File: src/rtl/noc_axis_flit_injector.sv
// rtl/noc_axis_flit_injector.sv - AXI-Stream to NoC flit injector with credit flow control
//
// Purpose: holds one AXI-Stream beat, slices it into SERIALIZATION_FACTOR flits
// (LSB slice first) and presents them to the router injection port, spending
// one credit per flit. The credit counter mirrors free slots in the router's
// input flit buffer.
//
// Ports:
//   clk_noc, rst          clock, synchronous active-high reset
//   axis_in_*             AXI-Stream slave (tvalid/tready/tdata/tlast/tid/tdest)
//   data_out, dest_out    flit payload and {tdest, tid} destination
//   is_tail_out, send_out tail marker and flit valid
//   credit_in             one-cycle pulse returning one buffer slot
//   credits_avail         current credit count (debug)
//   pkt_count, stall_count  performance counters, only with NOC_INJ_PERF_CNT_EN
//
// Optional feature macro: NOC_INJ_PERF_CNT_EN

module noc_axis_flit_injector #(
  parameter int TDATA_WIDTH          = 32,
  parameter int TID_WIDTH            = 2,
  parameter int TDEST_WIDTH          = 4,
  parameter int SERIALIZATION_FACTOR = 1,
  parameter int FLIT_WIDTH           = TDATA_WIDTH / SERIALIZATION_FACTOR,
  parameter int DEST_WIDTH           = TDEST_WIDTH + TID_WIDTH,
  parameter int CREDIT_COUNT         = 8,
  parameter int CW                   = $clog2(CREDIT_COUNT + 1)
) (
  input  logic                   clk_noc,
  input  logic                   rst,
  input  logic                   axis_in_tvalid,
  output logic                   axis_in_tready,
  input  logic [TDATA_WIDTH-1:0] axis_in_tdata,
  input  logic                   axis_in_tlast,
  input  logic [TID_WIDTH-1:0]   axis_in_tid,
  input  logic [TDEST_WIDTH-1:0] axis_in_tdest,
  output logic [FLIT_WIDTH-1:0]  data_out,
  output logic [DEST_WIDTH-1:0]  dest_out,
  output logic                   is_tail_out,
  output logic                   send_out,
  input  logic                   credit_in,
  output logic [CW-1:0]          credits_avail
`ifdef NOC_INJ_PERF_CNT_EN
  ,
  output logic [31:0]            pkt_count,
  output logic [31:0]            stall_count
`endif
);

  localparam int IDX_W = (SERIALIZATION_FACTOR > 1) ? $clog2(SERIALIZATION_FACTOR) : 1;
  localparam logic [IDX_W-1:0] LAST_IDX = IDX_W'(SERIALIZATION_FACTOR - 1);
  localparam logic [CW-1:0] CREDIT_MAX = CW'(CREDIT_COUNT);

  logic                   hold_valid;
  logic [TDATA_WIDTH-1:0] hold_data;
  logic [DEST_WIDTH-1:0]  hold_dest;
  logic                   hold_last;
  logic [IDX_W-1:0]       flit_idx;
  logic [CW-1:0]          credits;

  logic                   fire;
  logic                   at_last_idx;
  logic                   last_fire;
  logic                   accept;
  logic [FLIT_WIDTH-1:0]  flit_slice;
  logic [CW-1:0]          credits_nxt;

  // Everything downstream-facing is derived from registers only, so credit_in
  // never has a combinational path to send_out.
  assign fire        = hold_valid & (credits != '0);
  assign at_last_idx = (flit_idx == LAST_IDX);
  assign last_fire   = fire & at_last_idx;

  // The final flit of a beat frees the hold register in the same cycle, which
  // is what lets back-to-back beats stream without a bubble.
  assign axis_in_tready = ~hold_valid | last_fire;
  assign accept         = axis_in_tvalid & axis_in_tready;

  always_comb begin
    flit_slice = '0;
    for (int i = 0; i < SERIALIZATION_FACTOR; i++) begin
      if (flit_idx == IDX_W'(i)) begin
        flit_slice = hold_data[i*FLIT_WIDTH +: FLIT_WIDTH];
      end
    end
  end

  assign send_out      = fire;
  assign data_out      = hold_valid ? flit_slice : '0;
  assign dest_out      = hold_valid ? hold_dest : '0;
  assign is_tail_out   = hold_valid & hold_last & at_last_idx;
  assign credits_avail = credits;

  always_ff @(posedge clk_noc) begin
    if (rst) begin
      hold_valid <= 1'b0;
      hold_data  <= '0;
      hold_dest  <= '0;
      hold_last  <= 1'b0;
      flit_idx   <= '0;
    end else if (accept) begin
      hold_valid <= 1'b1;
      hold_data  <= axis_in_tdata;
      hold_dest  <= {axis_in_tdest, axis_in_tid};
      hold_last  <= axis_in_tlast;
      flit_idx   <= '0;
    end else if (last_fire) begin
      hold_valid <= 1'b0;
      flit_idx   <= '0;
    end else if (fire) begin
      flit_idx   <= flit_idx + IDX_W'(1);
    end
  end

  // A credit returned while already full is a router bug; saturate rather than
  // wrap so the injector cannot overrun the buffer afterwards.
  always_comb begin
    credits_nxt = credits;
    case ({fire, credit_in})
      2'b10:   credits_nxt = credits - CW'(1);
      2'b01:   credits_nxt = (credits == CREDIT_MAX) ? credits : credits + CW'(1);
      default: credits_nxt = credits;
    endcase
  end

  always_ff @(posedge clk_noc) begin
    if (rst) begin
      credits <= CREDIT_MAX;
    end else begin
      credits <= credits_nxt;
    end
  end

  credit_overflow_a: assert property (@(posedge clk_noc) disable iff (rst)
    !(credit_in && (credits == CREDIT_MAX)));

`ifdef NOC_INJ_PERF_CNT_EN
  always_ff @(posedge clk_noc) begin
    if (rst) begin
      pkt_count   <= '0;
      stall_count <= '0;
    end else begin
      if (fire && is_tail_out) begin
        pkt_count <= pkt_count + 32'd1;
      end
      if (hold_valid && (credits == '0)) begin
        stall_count <= stall_count + 32'd1;
      end
    end
  end
`endif

endmodule

File: config.mk
export PLATFORM = sky130hd
export DESIGN_NAME = noc_axis_flit_injector
export DESIGN_NICKNAME = d
export VERILOG_FILES = /design/src/rtl/noc_axis_flit_injector.sv
export SDC_FILE = /design/constraint.sdc
export NUM_CORES = 1
export LEC_CHECK = 0
export BUFFER_PORTS_ARGS = -buffer_cell sky130_fd_sc_hd__buf_2
export CAP_MARGIN = 10
export CORE_UTILIZATION = 48
export DETAILED_ROUTE_END_ITERATION = 6
export PLACE_DENSITY = 0.89
export SLEW_MARGIN = 20
export SYNTH_ARGS = -nofsm -noshare
export SYNTH_HDL_FRONTEND = slang
export SYNTH_SLANG_ARGS = --single-unit
File: constraint.sdc
create_clock -name clk_noc -period 3.04 [get_ports clk_noc]
set_clock_uncertainty 0.15 [all_clocks]
set_input_delay 0.608 -clock clk_noc [delete_from_list [all_inputs] [get_ports clk_noc]]
set_output_delay 0.608 -clock clk_noc [all_outputs]
set_load 0.01 [all_outputs]
# Word level (Yosys, flattened, before mapping)

Cells that the tools add are included.

Add/subtract/negate cells: 3
Eq/ne operators: 4
Mux-type cells: 7
Bitwise operators: 8
Reduce and logical (&&, ||, !) cells: 5

Operator list:

| kind                                                                  | count |
|---|---|
| 32-bit 2-to-1 mux                                                     | 2 |
| 4-bit case mux with 2 select lines                                    | 1 |
| 6-bit 2-to-1 mux                                                      | 1 |
| 1-bit bitwise AND                                                     | 5 |
| 4-bit by 1-bit adder with 4-bit output, second input constant         | 1 |
| 4-bit equality test, second input constant                            | 1 |
| 4-bit 2-to-1 mux                                                      | 1 |
| 2-bit nonzero test                                                    | 2 |
| 4-bit nonzero test                                                    | 1 |
| 4-bit by 1-bit subtractor with 4-bit output, second input constant    | 1 |
| 3-bit OR reduction                                                    | 1 |
| 2-bit by 1-bit equality test with 1-bit output, second input constant | 1 |
| 2-bit equality test, second input constant                            | 1 |
| 1-bit 2-to-1 mux                                                      | 2 |
| 2-bit inequality test, second input constant                          | 1 |
| 1-bit inverter                                                        | 2 |
| 2-bit AND reduction                                                   | 1 |
| 1-bit adder, second input constant                                    | 1 |
| 1-bit OR                                                              | 1 |

Register bits after elaboration: 45
Bits of input ports: 43
Output and inout port bits: 45
Logic and storage cells: 33

# Logic depth before layout (Yosys ltp)

Depth in word-level cells: 6
Mapped depth: 8
Mapped depth without buffers: 7

# Worst setup path after synthesis

OpenSTA, ideal clock, no wires.

Path type: register to register
Start: register credits[2], in the netlist credits_avail[2]
End: register credits[3], in the netlist credits_avail[3]
Library setup time: 0.141 ns
Data arrival time: 2.373 ns
Data required time: 2.749 ns
Setup slack: 0.376 ns
Cell stages (with the launch flop): 8
Path buffers: 0
Period minus slack after synthesis: 2.664 ns
Cell sequence: dfxtp_1 o41a_1 nand2b_1 ha_1 and3_1 or4_1 o221ai_2 a311oi_1

Cells in the longest elaborated chain, start to end: 5
Elaborated cells on any way between the ends: 12
Those cells by class: add/sub: 2; eq/ne: 4; mux: 2; bitwise: 1; reduce/logical: 3

Ends and longest elaborated chain:

| what                                                                                  | RTL line | source |
|---|---|---|
| from (decl)                                                                           | 59       | `logic [CW-1:0] credits;` |
| from (signal assigned)                                                                | 130      | `credits <= credits_nxt;` |
| 4-bit nonzero test *                                                                  | 70       | `assign fire = hold_valid & (credits != '0);` |
| 1-bit bitwise AND *                                                                   | 70       |  |
| named net send_out                                                                    | 40       | `output logic send_out,` |
| 2-bit by 1-bit equality test with 1-bit output or 2-bit equality test (tied branches) | 119      | `case ({fire, credit_in})` |
| 2-bit inequality test (no line) or 2-bit nonzero test (tied branches)                 | --       |  |
| 2-bit AND reduction (no line)                                                         | --       |  |

Mark *: on every way through the listed nets, which the timed path passes. The rest lies on a longest branch. The select of a mux whose other input is x is not followed.
A chain may end at the register's enable or synchronous reset.

# Worst setup path after layout

Start: register credits[2], in the netlist credits_avail[2]
End: register credits[3], in the netlist credits_avail[3]

Cells in the longest elaborated chain, start to end: 5
Elaborated cells on any way between the ends: 12
Those cells by class: add/sub: 2; eq/ne: 4; mux: 2; bitwise: 1; reduce/logical: 3

Ends and longest elaborated chain:

| what |
|---|
| parallel branches: the longest is 5 deep, another holds 4-bit by 1-bit adder with 4-bit output |

Several ways; the timed one is not identified. The select of a mux whose other input is x is not followed.

==> impl_metrics.toml <==
[run_status]
status = "complete, no violations"

[sta]
tightest_slew_ps = 856.5
period_share_pct = 90.99
hold_viol_final = 0
rsz0062_at_grt = "no"
drv_slew = 0
setup_violations = 0
relSlewSlack_pct = 42.90
setup_tns_ps = 0
fmaxAchievable_ghz = 0.3615
finalCriticalPeriod_ps = 2766

[layout]
nets = 386
drive_above_1_share_pct = 30.79
fin_area_um2 = 2671
num_antenna_cells = 0
syn_to_final_growth_pct = 25.07

[pwr]
swShare_pct = 33.34
ir_worst_vdd_mv = 0.3830
internal_power_mw = 0.9976
p_sw_mw = 0.4989
leakage_nw = 1.235
p_seq_share_pct = 48.0
clkPwrFrac_pct = 23.7
p_comb_share_pct = 28.4
powerDensity_nw_per_um2 = 560.2

[drt]
via_count = 2135
drt_pass1_iterations = 4
routed_wl_mm = 5.264
postRouteAntennaNets = 0
drtIter0Drc = 154
wire_per_inst_um = 13.46
drc = 0
avgViaCountPerCell = 5.460

[global_route]
grt_overflow = 0
groute.usage.overall_pct = 22.96
grt_max_degree = 48
met2_usage_pct = 40.69
met3_usage_pct = 4.605
grt_antenna_before_repair = 0
grt_pass1_wl_mm = 8.183
grt_busiest_layer = "met2"
use_met1_pct = 27.82
grt_pass1_vias = 1862

[yosys]
synth_top_area_share_pct = 42.18
yosysUniqueCellTypes = 34
synthArstFlopShare_pct = 0
synth.most_common_cell = "dfxtp_1"
syn_inst = 265
yosysSeqAreaShare_pct = 42.18
synthMuxAreaShare_pct = 0.4687
synth_compound_area_share_pct = 24.31
ys_seq_elements = 45
yosys_warnings = 0
synth_xor_area_share_pct = 1.230
synth_simple_gate_area_share_pct = 24.14
synthAdderAreaFrac_pct = 2.109
synth_nets = 311
ys.flop_type = "dfxtp_1"
post-synth-top-area-cell = "dfxtp_1"
syn_area_um2 = 2136
ys_top_cells_by_area = "dfxtp_1 42%, and2_1 11%, a21oi_1 9.4%"
synth-edff-count = 0
synth_top_family_by_area = "compound AO/OA/AOI/OAI gates"
avgSynthCellArea_um2 = 8.060
synth.top_cells.by_count = "45 x dfxtp_1, 40 x a21oi_1, 39 x and2_1, 39 x nand3_1, 38 x o21ai_0"

[clock_tree]
cts.sinks = 45
cts-root-buf = "clkbuf_8"
postCtsSetupRepairBufs = 0
htree_levels = 2
clk_pin_slew_ps = 80
insertion_delay_ps = 290
cts_buffers = 5
cts_tree = "done"
clockBufferDepth = 2
ctsHoldBuffers = 0
cts-resized-gates = 0

[run]
drv_cap = 0

[min_path]
hold_path.class = "reg2reg"

[place]
io_buffers = 87
gp_congestion = 0.7811
place_area_um2 = 2589
dp_hpwl_mm = 3.456

[worst_setup_path]
crit_path_end_kind = "flip-flop"
critPathLaunchType = "flip-flop"
cp_num_buf_inv = 0
crit_fanout = 7
crit_path_top_delay_cell = "o41a_1"
crit_family = "simple AND/OR/NAND/NOR gates"
crit_type = "reg2reg"
max_stage_delay_ps = 500
cp.arrival_ps = 2780
path_cells = "o41a_1, nand2b_1, ha_1, and3_1, or4_1, o221ai_2, a311oi_1"
cp_data_required_time_ps = 3050

[floorplan]
dieArea_um2 = 4720
rows = 23
dieWidth_um = 68.71
start_util_pct = 51.54
io_pins = 88
core-area_um2 = 4144
die_h_um = 68.71
per-stage QoR:
stage / worst slack (ps) / cells / hold slack, ps / total power [mW] / util (%)
after floorplan: 375.7 / 265 / 285.7 / 1.014 / -
after global placement: 387.7 / 383 / 305.5 / 1.132 / 62.47
after detailed placement: 290.9 / 383 / 312.6 / 1.158 / 62.47
after CTS: 282.8 / 391 / 323.3 / 1.508 / 64.46
after global routing: 151.1 / 391 / 341.5 / 1.591 / 64.46
final: 273.9 / 391 / 321.7 / 1.497 / 64.46
cell usage in the layout (no fill, tap or decap), types with 4 or more instances in the layout:
cell type and instances:
nor2_1 5, o21ai_0 38, nand3_1 39, inv_1 4, and2_1 39, buf_2 87
clkbuf_8 5, dfxtp_1 45, buf_4 7, a21oi_1 40
flip-flops by register name, indices dropped and copies added, names as in the netlist:
register and cells:
credits_avail 4, hold_last 1, flit_idx 1, hold_data 32, hold_dest 6, hold_valid 1
final timing paths:
check                                      from  depth (start not counted)                       endpoint  slack (ps)
setup / recovery  credits_avail[2]$_SDFFE_PP0P_                          7  credits_avail[3]$_SDFFE_PP1P_         270
setup reg to reg  credits_avail[2]$_SDFFE_PP0P_                          7  credits_avail[3]$_SDFFE_PP1P_         270
hold reg to reg       hold_dest[2]$_SDFFE_PP0P_                          2      hold_dest[2]$_SDFFE_PP0P_         320
hold / removal        hold_dest[2]$_SDFFE_PP0P_                          2      hold_dest[2]$_SDFFE_PP0P_         320
routing by layer:
| metal | wire, µm | up-vias |
|---|---|---|
| met1 | 2358 | 986 |
| met5 | 0 | - |
| met4 | 59 | 0 |
| li1 | - | 1079 |
| met2 | 2568 | 63 |
| met3 | 279 | 7 |
cell type report:
cell class,count,area (µm²)
clock buffer,6,72.57
sequential,45,900.9
fill,379,1473
tap,50,62.56
multi-input combinational,189,1119
clock inverter,2,10.01
inverter,5,18.77
timing repair buffer,94,488.0
cells by family (layout without fill, tap and decap cells):
group / after synthesis / in the layout
xor+xnor: 3 / 3
compound gates: 90 / 90
mux: 1 / 1
flops: 45 / 45
simple gates: 92 / 92
fa+ha+maj: 3 / 3
buf+inv: 31 / 107
worst register-to-register path, cell delays in order, from the launching register on:
cell      delay (ps)
dfxtp_1          380
o41a_1           500
nand2b_1         270
ha_1             380
and3_1           230
or4_1            490
o221ai_2         170
a311oi_1          70
power by group through the flow:
stage	logic (mW)	clock network, mW	registers, mW
finish	0.425	0.354	0.718
global route	0.469	0.392	0.730
CTS	0.426	0.364	0.719
detailed placement	0.424	0	0.733
global placement	0.407	0	0.724
floorplan	0.285	0	0.728
Power figures use the tool's default switching activity.
